**src/rtl/cpu6_lsu_ctrl.sv**
```systemverilog
// cpu6 memory-stage load/store sequencer: one word access per instruction over a req/resp bus.
// Optional watchdog enabled by defining CPU6_LSU_TIMEOUT_EN.
module cpu6_lsu_ctrl #(
  parameter int unsigned TIMEOUT_CYCLES = 255
) (
  input  logic        clk,
  input  logic        resetn,
  input  logic        ex_valid,
  input  logic        ex_memtoreg,
  input  logic        ex_memwrite,
  input  logic        ex_flush,
  input  logic [31:0] ex_addr,
  input  logic [31:0] ex_wdata,
  input  logic [4:0]  ex_rd,
  output logic        bus_req,
  output logic        bus_we,
  output logic [31:0] bus_addr,
  output logic [31:0] bus_wdata,
  input  logic        bus_ready,
  input  logic        bus_rvalid,
  input  logic [31:0] bus_rdata,
  input  logic        bus_err,
  output logic        stall,
  output logic        wb_valid,
  output logic [4:0]  wb_rd,
  output logic [31:0] wb_data,
  output logic        mem_done,
  output logic        misaligned,
  output logic        access_fault
);

  typedef enum logic [1:0] {
    StIdle = 2'd0,
    StReq  = 2'd1,
    StResp = 2'd2,
    StDone = 2'd3
  } state_e;

  state_e      state_q, state_d;
  logic [29:0] addr_q, addr_d;
  logic [31:0] wdata_q, wdata_d;
  logic        we_q, we_d;
  logic [4:0]  rd_q, rd_d;
  logic        kill_q, kill_d;
  logic        err_q, err_d;
  logic [4:0]  wb_rd_q, wb_rd_d;
  logic [31:0] wb_data_q, wb_data_d;

  logic is_mem, aligned, start, timeout, kill_nxt;

  assign is_mem  = ex_valid & (ex_memtoreg | ex_memwrite) & ~ex_flush;
  assign aligned = (ex_addr[1:0] == 2'b00);
  assign start   = is_mem & aligned;

`ifdef CPU6_LSU_TIMEOUT_EN
  logic [7:0] cnt_q, cnt_d;

  always_comb begin
    cnt_d = cnt_q;
    if (state_q == StIdle) begin
      cnt_d = 8'd0;
    end else if (state_q == StReq || state_q == StResp) begin
      cnt_d = cnt_q + 8'd1;
    end
  end

  assign timeout = (state_q == StReq || state_q == StResp) &&
                   (cnt_q == 8'(TIMEOUT_CYCLES - 1));

  always_ff @(posedge clk or negedge resetn) begin
    if (!resetn) begin
      cnt_q <= 8'd0;
    end else begin
      cnt_q <= cnt_d;
    end
  end
`else
  logic unused_timeout_cycles;
  assign unused_timeout_cycles = ^TIMEOUT_CYCLES;
  assign timeout = 1'b0;
`endif

  always_comb begin
    state_d   = state_q;
    addr_d    = addr_q;
    wdata_d   = wdata_q;
    we_d      = we_q;
    rd_d      = rd_q;
    kill_d    = kill_q;
    err_d     = err_q;
    wb_rd_d   = wb_rd_q;
    wb_data_d = wb_data_q;
    kill_nxt  = kill_q | ex_flush;
    unique case (state_q)
      StIdle: begin
        if (start) begin
          state_d = StReq;
          addr_d  = ex_addr[31:2];
          wdata_d = ex_wdata;
          we_d    = ex_memwrite;
          rd_d    = ex_rd;
          kill_d  = 1'b0;
          err_d   = 1'b0;
        end
      end
      StReq: begin
        if (bus_ready) begin
          state_d = StResp;
          kill_d  = kill_nxt;
        end else if (ex_flush) begin
          // An unaccepted request can simply be withdrawn.
          state_d = StIdle;
        end else if (timeout) begin
          state_d = StDone;
          err_d   = 1'b1;
        end
      end
      StResp: begin
        kill_d = kill_nxt;
        if (bus_rvalid) begin
          state_d = StDone;
          err_d   = bus_err;
          if (!we_q && !kill_nxt && !bus_err) begin
            wb_rd_d   = rd_q;
            wb_data_d = bus_rdata;
          end
        end else if (timeout) begin
          state_d = StDone;
          err_d   = 1'b1;
        end
      end
      StDone: begin
        state_d = StIdle;
      end
      default: begin
        state_d = StIdle;
      end
    endcase
  end

  always_ff @(posedge clk or negedge resetn) begin
    if (!resetn) begin
      state_q   <= StIdle;
      addr_q    <= 30'd0;
      wdata_q   <= 32'd0;
      we_q      <= 1'b0;
      rd_q      <= 5'd0;
      kill_q    <= 1'b0;
      err_q     <= 1'b0;
      wb_rd_q   <= 5'd0;
      wb_data_q <= 32'd0;
    end else begin
      state_q   <= state_d;
      addr_q    <= addr_d;
      wdata_q   <= wdata_d;
      we_q      <= we_d;
      rd_q      <= rd_d;
      kill_q    <= kill_d;
      err_q     <= err_d;
      wb_rd_q   <= wb_rd_d;
      wb_data_q <= wb_data_d;
    end
  end

  assign bus_req      = (state_q == StReq);
  assign bus_we       = we_q;
  assign bus_addr     = {addr_q, 2'b00};
  assign bus_wdata    = wdata_q;
  assign stall        = ((state_q == StIdle) & start) | (state_q == StReq) | (state_q == StResp);
  assign misaligned   = (state_q == StIdle) & is_mem & ~aligned;
  assign mem_done     = (state_q == StDone);
  assign wb_valid     = mem_done & ~we_q & ~kill_q & ~err_q;
  assign access_fault = mem_done & err_q & ~kill_q;
  assign wb_rd        = wb_rd_q;
  assign wb_data      = wb_data_q;

endmodule

```
**config.mk**
```make
export PLATFORM = sky130hd
export DESIGN_NAME = cpu6_lsu_ctrl
export DESIGN_NICKNAME = d
export VERILOG_FILES = /design/src/rtl/cpu6_lsu_ctrl.sv
export SDC_FILE = /design/constraint.sdc
export NUM_CORES = 1
export LEC_CHECK = 0
export ABC_AREA = 1
export CORE_MARGIN = 1
export CORE_UTILIZATION = 40
export DETAILED_ROUTE_END_ITERATION = 16
export GPL_ROUTABILITY_DRIVEN = 0
export PLACE_DENSITY_LB_ADDON = 0.15
export SKIP_CTS_REPAIR_TIMING = 1
export SYNTH_ARGS = -nofsm -noshare
export SYNTH_HDL_FRONTEND = slang
export SYNTH_SLANG_ARGS = --single-unit
```
**constraint.sdc**
```tcl
create_clock -name clk -period 1.9 [get_ports clk]
set_input_delay 0.38 -clock clk [delete_from_list [all_inputs] [get_ports clk]]
set_output_delay 0.38 -clock clk [all_outputs]
set_load 0.02 [all_outputs]
```
==> run_results.csv <==
group,metric,value,unit
pwr,cellLeakagePower,3.50,nW
routing,drt_pass1_iterations,6,
synth,netlist_instances,496,
layout,final_cell_area,7000,um^2
worst_setup_path,required_time_of_the_critical_path,1520,ps
sta,tightest_slew,548,ps
placed_design,portBuffers,215,
sta,post-route-worst-setup-slack,13.1,ps
floorplan,design.core.area,10800,um^2
sta,timing.final.setup_violations,0,
clock_tree,htree_levels,3,
hold_path,worst_hold_path_type,"flip-flop to flip-flop",
pwr,powerDensity,1450,nW/um^2
grt,wire_length_of_the_first_global_routing_pass,18000,um
placed_design,post_dp_cell_area,6810,um^2
synth,synth_warnings,0,
routing,vias,3882,
status,outcome,"finished, final reports clean",
clock_tree,clk_transition_reported_paths,100,ps
sta,timing.clock.skew,10.5,ps
pwr,seq_power_share,38.3,%
grt,groute.usage.overall,20.0,%
synth,ys_seq_area_share,61.0,%
worst_setup_path,critical-path-top-delay-family,"flip-flops",
grt,globalRoute.totalOverflow,0,
synth,yosys.cell_types.count,21,
sta,period_needed,1890,ps
sta,final.period_utilization,99.3,%
routing,drtAntennaViolNets,0,
synth,synth.cell_area,4470,um^2
routing,number_of_design_rule_violations_left_by_the_first_detailed_router_iteration,268,
worst_setup_path,timing.critical_path.to_type,"output pin",
routing,postRouteWirelength,11300,um
placed_design,dpl.hpwl,8260,um
worst_setup_path,crit_arrival,1510,ps
pwr,share_clk_of_total_power,12.5,%
run,max_cap_viol_count,0,
floorplan,initial_core_util,41.2,%
floorplan,chipWidth,108,um
pwr,p_sw_share,38.5,%
worst_setup_path,timing.critical_path.from_type,"flip-flop",
worst_setup_path,slowest_cp_cell,"sky130_fd_sc_hd__dfrtp_1",
floorplan,ios,218,
clock_tree,clock_sink_count,109,
sta,hold_viol,0,
floorplan,fp.dieArea,11600,um^2
floorplan,fp-row-count,38,
grt,pin_count_of_the_biggest_net_entering_global_routing,81,
synth,post_synth_main_area_contributors,"sky130_fd_sc_hd__dfrtp_1 (61%), sky130_fd_sc_hd__nand2_1 (12%), sky130_fd_sc_hd__inv_1 (6.4%)",
sta,timing.setup.tns,0,ps
grt,grt_antenna_before_repair,0,
floorplan,die_h,108,um
worst_setup_path,cp-startpoint,"state_q[0]",
clock_tree,tritoncts.num_buffers,9,
layout,synthToLayoutAreaGrowth,56.7,%
hold_path,hold_path_startpoint,"wb_data[5]",
layout,count_of_filler_cells_inserted_in_the_layout,909,
pwr,power.share.combinational,49.2,%
grt,grt_pass1_vias,3779,
pwr,p_sw,0.00392,W
routing,avgRoutedWirePerCell,13.2,um
sta,worst_slew_margin_rel,63.4,%
routing,avgViaCountPerCell,4.54,
clock_tree,tritoncts,"done",
worst_setup_path,crit_path_max_incr_delay,410,ps
synth,synthDominantAreaCellType,"sky130_fd_sc_hd__dfrtp_1",
worst_setup_path,count_of_buffering_cells_on_the_critical_path_with_inverters_included,3,
layout,antenna_cells,0,
worst_setup_path,worst-setup-path-type,"flip-flop to output pin",
synth,synthDominantCellAreaShare,61.0,%
clock_tree,clock_tree_buf_depth,2,
synth,avgSynthCellArea,9.01,um^2
pwr,vdd_drop_max,0.782,mV
placed_design,placement.setup.worst_slack,-353,ps
synth,ffs_latches_synth,109,
sta,hold_slack,480,ps
layout,nets,826,
clock_tree,clockRootBuffer,"sky130_fd_sc_hd__clkbuf_8",
clock_tree,clk_latency,370,ps
pwr,p_int,0.00626,W
sta,setup_repair_after_global_routing_missed_its_margin,"true",
routing,drc_errors,0,
worst_setup_path,worstPathCellList,"buf_4 -> ha_1 -> inv_1 -> nand3_1 -> clkbuf_2",
layout,drive_above_1_share,5.73,%
sta,fmax,530,MHz
worst_setup_path,path_max_fanout,5,
worst_setup_path,r2r-start,"state_q[0]",
sta,maxSlewViolCount,0,
## cells by family (layout without fill, tap and decap cells)
group                      count (synthesis)  count (layout)  synth area share (%)
DFF                                      109             109                  61.0
and+or+nand+nor                          197             197                  18.3
adders and majority gates                  5               5                  1.40
AOI/OAI and AO/OA                         80              80                  9.27
buffers and inverters                    104             323                  9.91
other                                      1               2                0.0839
## power groups by stage
stage / Clock [W] / Combinational (W) / Sequential [W]
2_1_floorplan: 0 / 0.00111 / 0.00512
3_3_place_gp: 0 / 0.00496 / 0.00391
3_5_place_dp: 0 / 0.00504 / 0.00393
4_1_cts: 0.00132 / 0.00505 / 0.00390
5_1_grt: 0.00142 / 0.00543 / 0.00404
6_report: 0.00127 / 0.00501 / 0.00390
## per-stage QoR
stage	utilization (%)	instances	power [W]
6_report	64.6	856	0.0102
5_1_grt	64.6	856	0.0109
4_1_cts	64.5	855	0.0103
3_5_place_dp	62.8	839	0.00897
3_3_place_gp	62.8	839	0.00887
2_1_floorplan	-	497	0.00624
## state kept, by name (all words and copies together), names as in the netlist, named ones only
register and count:
state_q 1, wb_data 32, err_q 1, wb_rd 5, bus_we 1, kill_q 1
addr_q 30, rd_q 5, bus_wdata 32
## layout make-up
type / count / area, um^2 / share of cell area (%)
Sequential cell: 109 / 2730 / 39.0
Timing Repair Buffer: 230 / 2310 / 33.0
Multi-Input combinational cell: 284 / 1320 / 18.9
Inverter: 77 / 289 / 4.13
Tap cell: 140 / 175 / 2.50
Clock buffer: 10 / 128 / 1.82
Clock inverter: 6 / 50.0 / 0.715
## layout by cell type, fill, tap and decap left out, types with 5 or more instances in the layout
cell type                         synthesis  layout
sky130_fd_sc_hd__a21oi_1                  5       5
sky130_fd_sc_hd__buf_12                   0       5
sky130_fd_sc_hd__buf_4                    2      10
sky130_fd_sc_hd__clkbuf_8                 0       9
sky130_fd_sc_hd__clkdlybuf4s50_1          0     208
sky130_fd_sc_hd__dfrtp_1                109     109
sky130_fd_sc_hd__inv_1                   76      75
sky130_fd_sc_hd__nand2_1                144     144
sky130_fd_sc_hd__nand3_1                 36      36
sky130_fd_sc_hd__nor2_1                  11      11
sky130_fd_sc_hd__o21ai_0                 54      54
sky130_fd_sc_hd__o21ai_1                 18      18
## per-layer routing
layer	up-vias	track usage [%]	share of wire, %
met3	13	6.66	10
met1	1755	24.7	42
met4	0	8.02	1.6
met2	157	32.3	47
met5	-	0	0
li1	1957	-	-
## tightest hold or removal path, cell delays in order (launching register included)
cell and delay (ps):
sky130_fd_sc_hd__dfrtp_1 350, sky130_fd_sc_hd__nand2_1 50, sky130_fd_sc_hd__nand2_1 50
## worst paths after layout
| check | to | slack [ps] | cells past startpoint |
|---|---|---|---|
| max | stall | 10 | 5 |
| min | wb_data[5] | 480 | 2 |
| max reg2reg | bus_wdata[11] | 210 | 6 |
| min reg2reg | wb_data[5] | 480 | 2 |
| max in group asynchronous | bus_wdata[27] | 770 | 3 |
| min in group asynchronous | wb_data[16] | 510 | 2 |
## synthesized netlist by cell type
master                     instances
sky130_fd_sc_hd__nand4_1           3
sky130_fd_sc_hd__nand2_2           1
sky130_fd_sc_hd__nand2_1         144
sky130_fd_sc_hd__clkinv_1          1
sky130_fd_sc_hd__inv_1            76
sky130_fd_sc_hd__buf_4             2
sky130_fd_sc_hd__nand3_1          36
sky130_fd_sc_hd__nor4_4            1
sky130_fd_sc_hd__buf_6             4
sky130_fd_sc_hd__o21ai_0          54
sky130_fd_sc_hd__buf_2            12
sky130_fd_sc_hd__ha_1              5
sky130_fd_sc_hd__o2111a_1          1
sky130_fd_sc_hd__dfrtp_1         109
sky130_fd_sc_hd__o21ai_1          18
sky130_fd_sc_hd__nor2_1           11
sky130_fd_sc_hd__nor4b_1           1
sky130_fd_sc_hd__clkbuf_1          9
sky130_fd_sc_hd__a21oi_1           5
sky130_fd_sc_hd__a21oi_2           2
sky130_fd_sc_hd__conb_1            1
No activity file was read; power rests on OpenSTA's default activity.
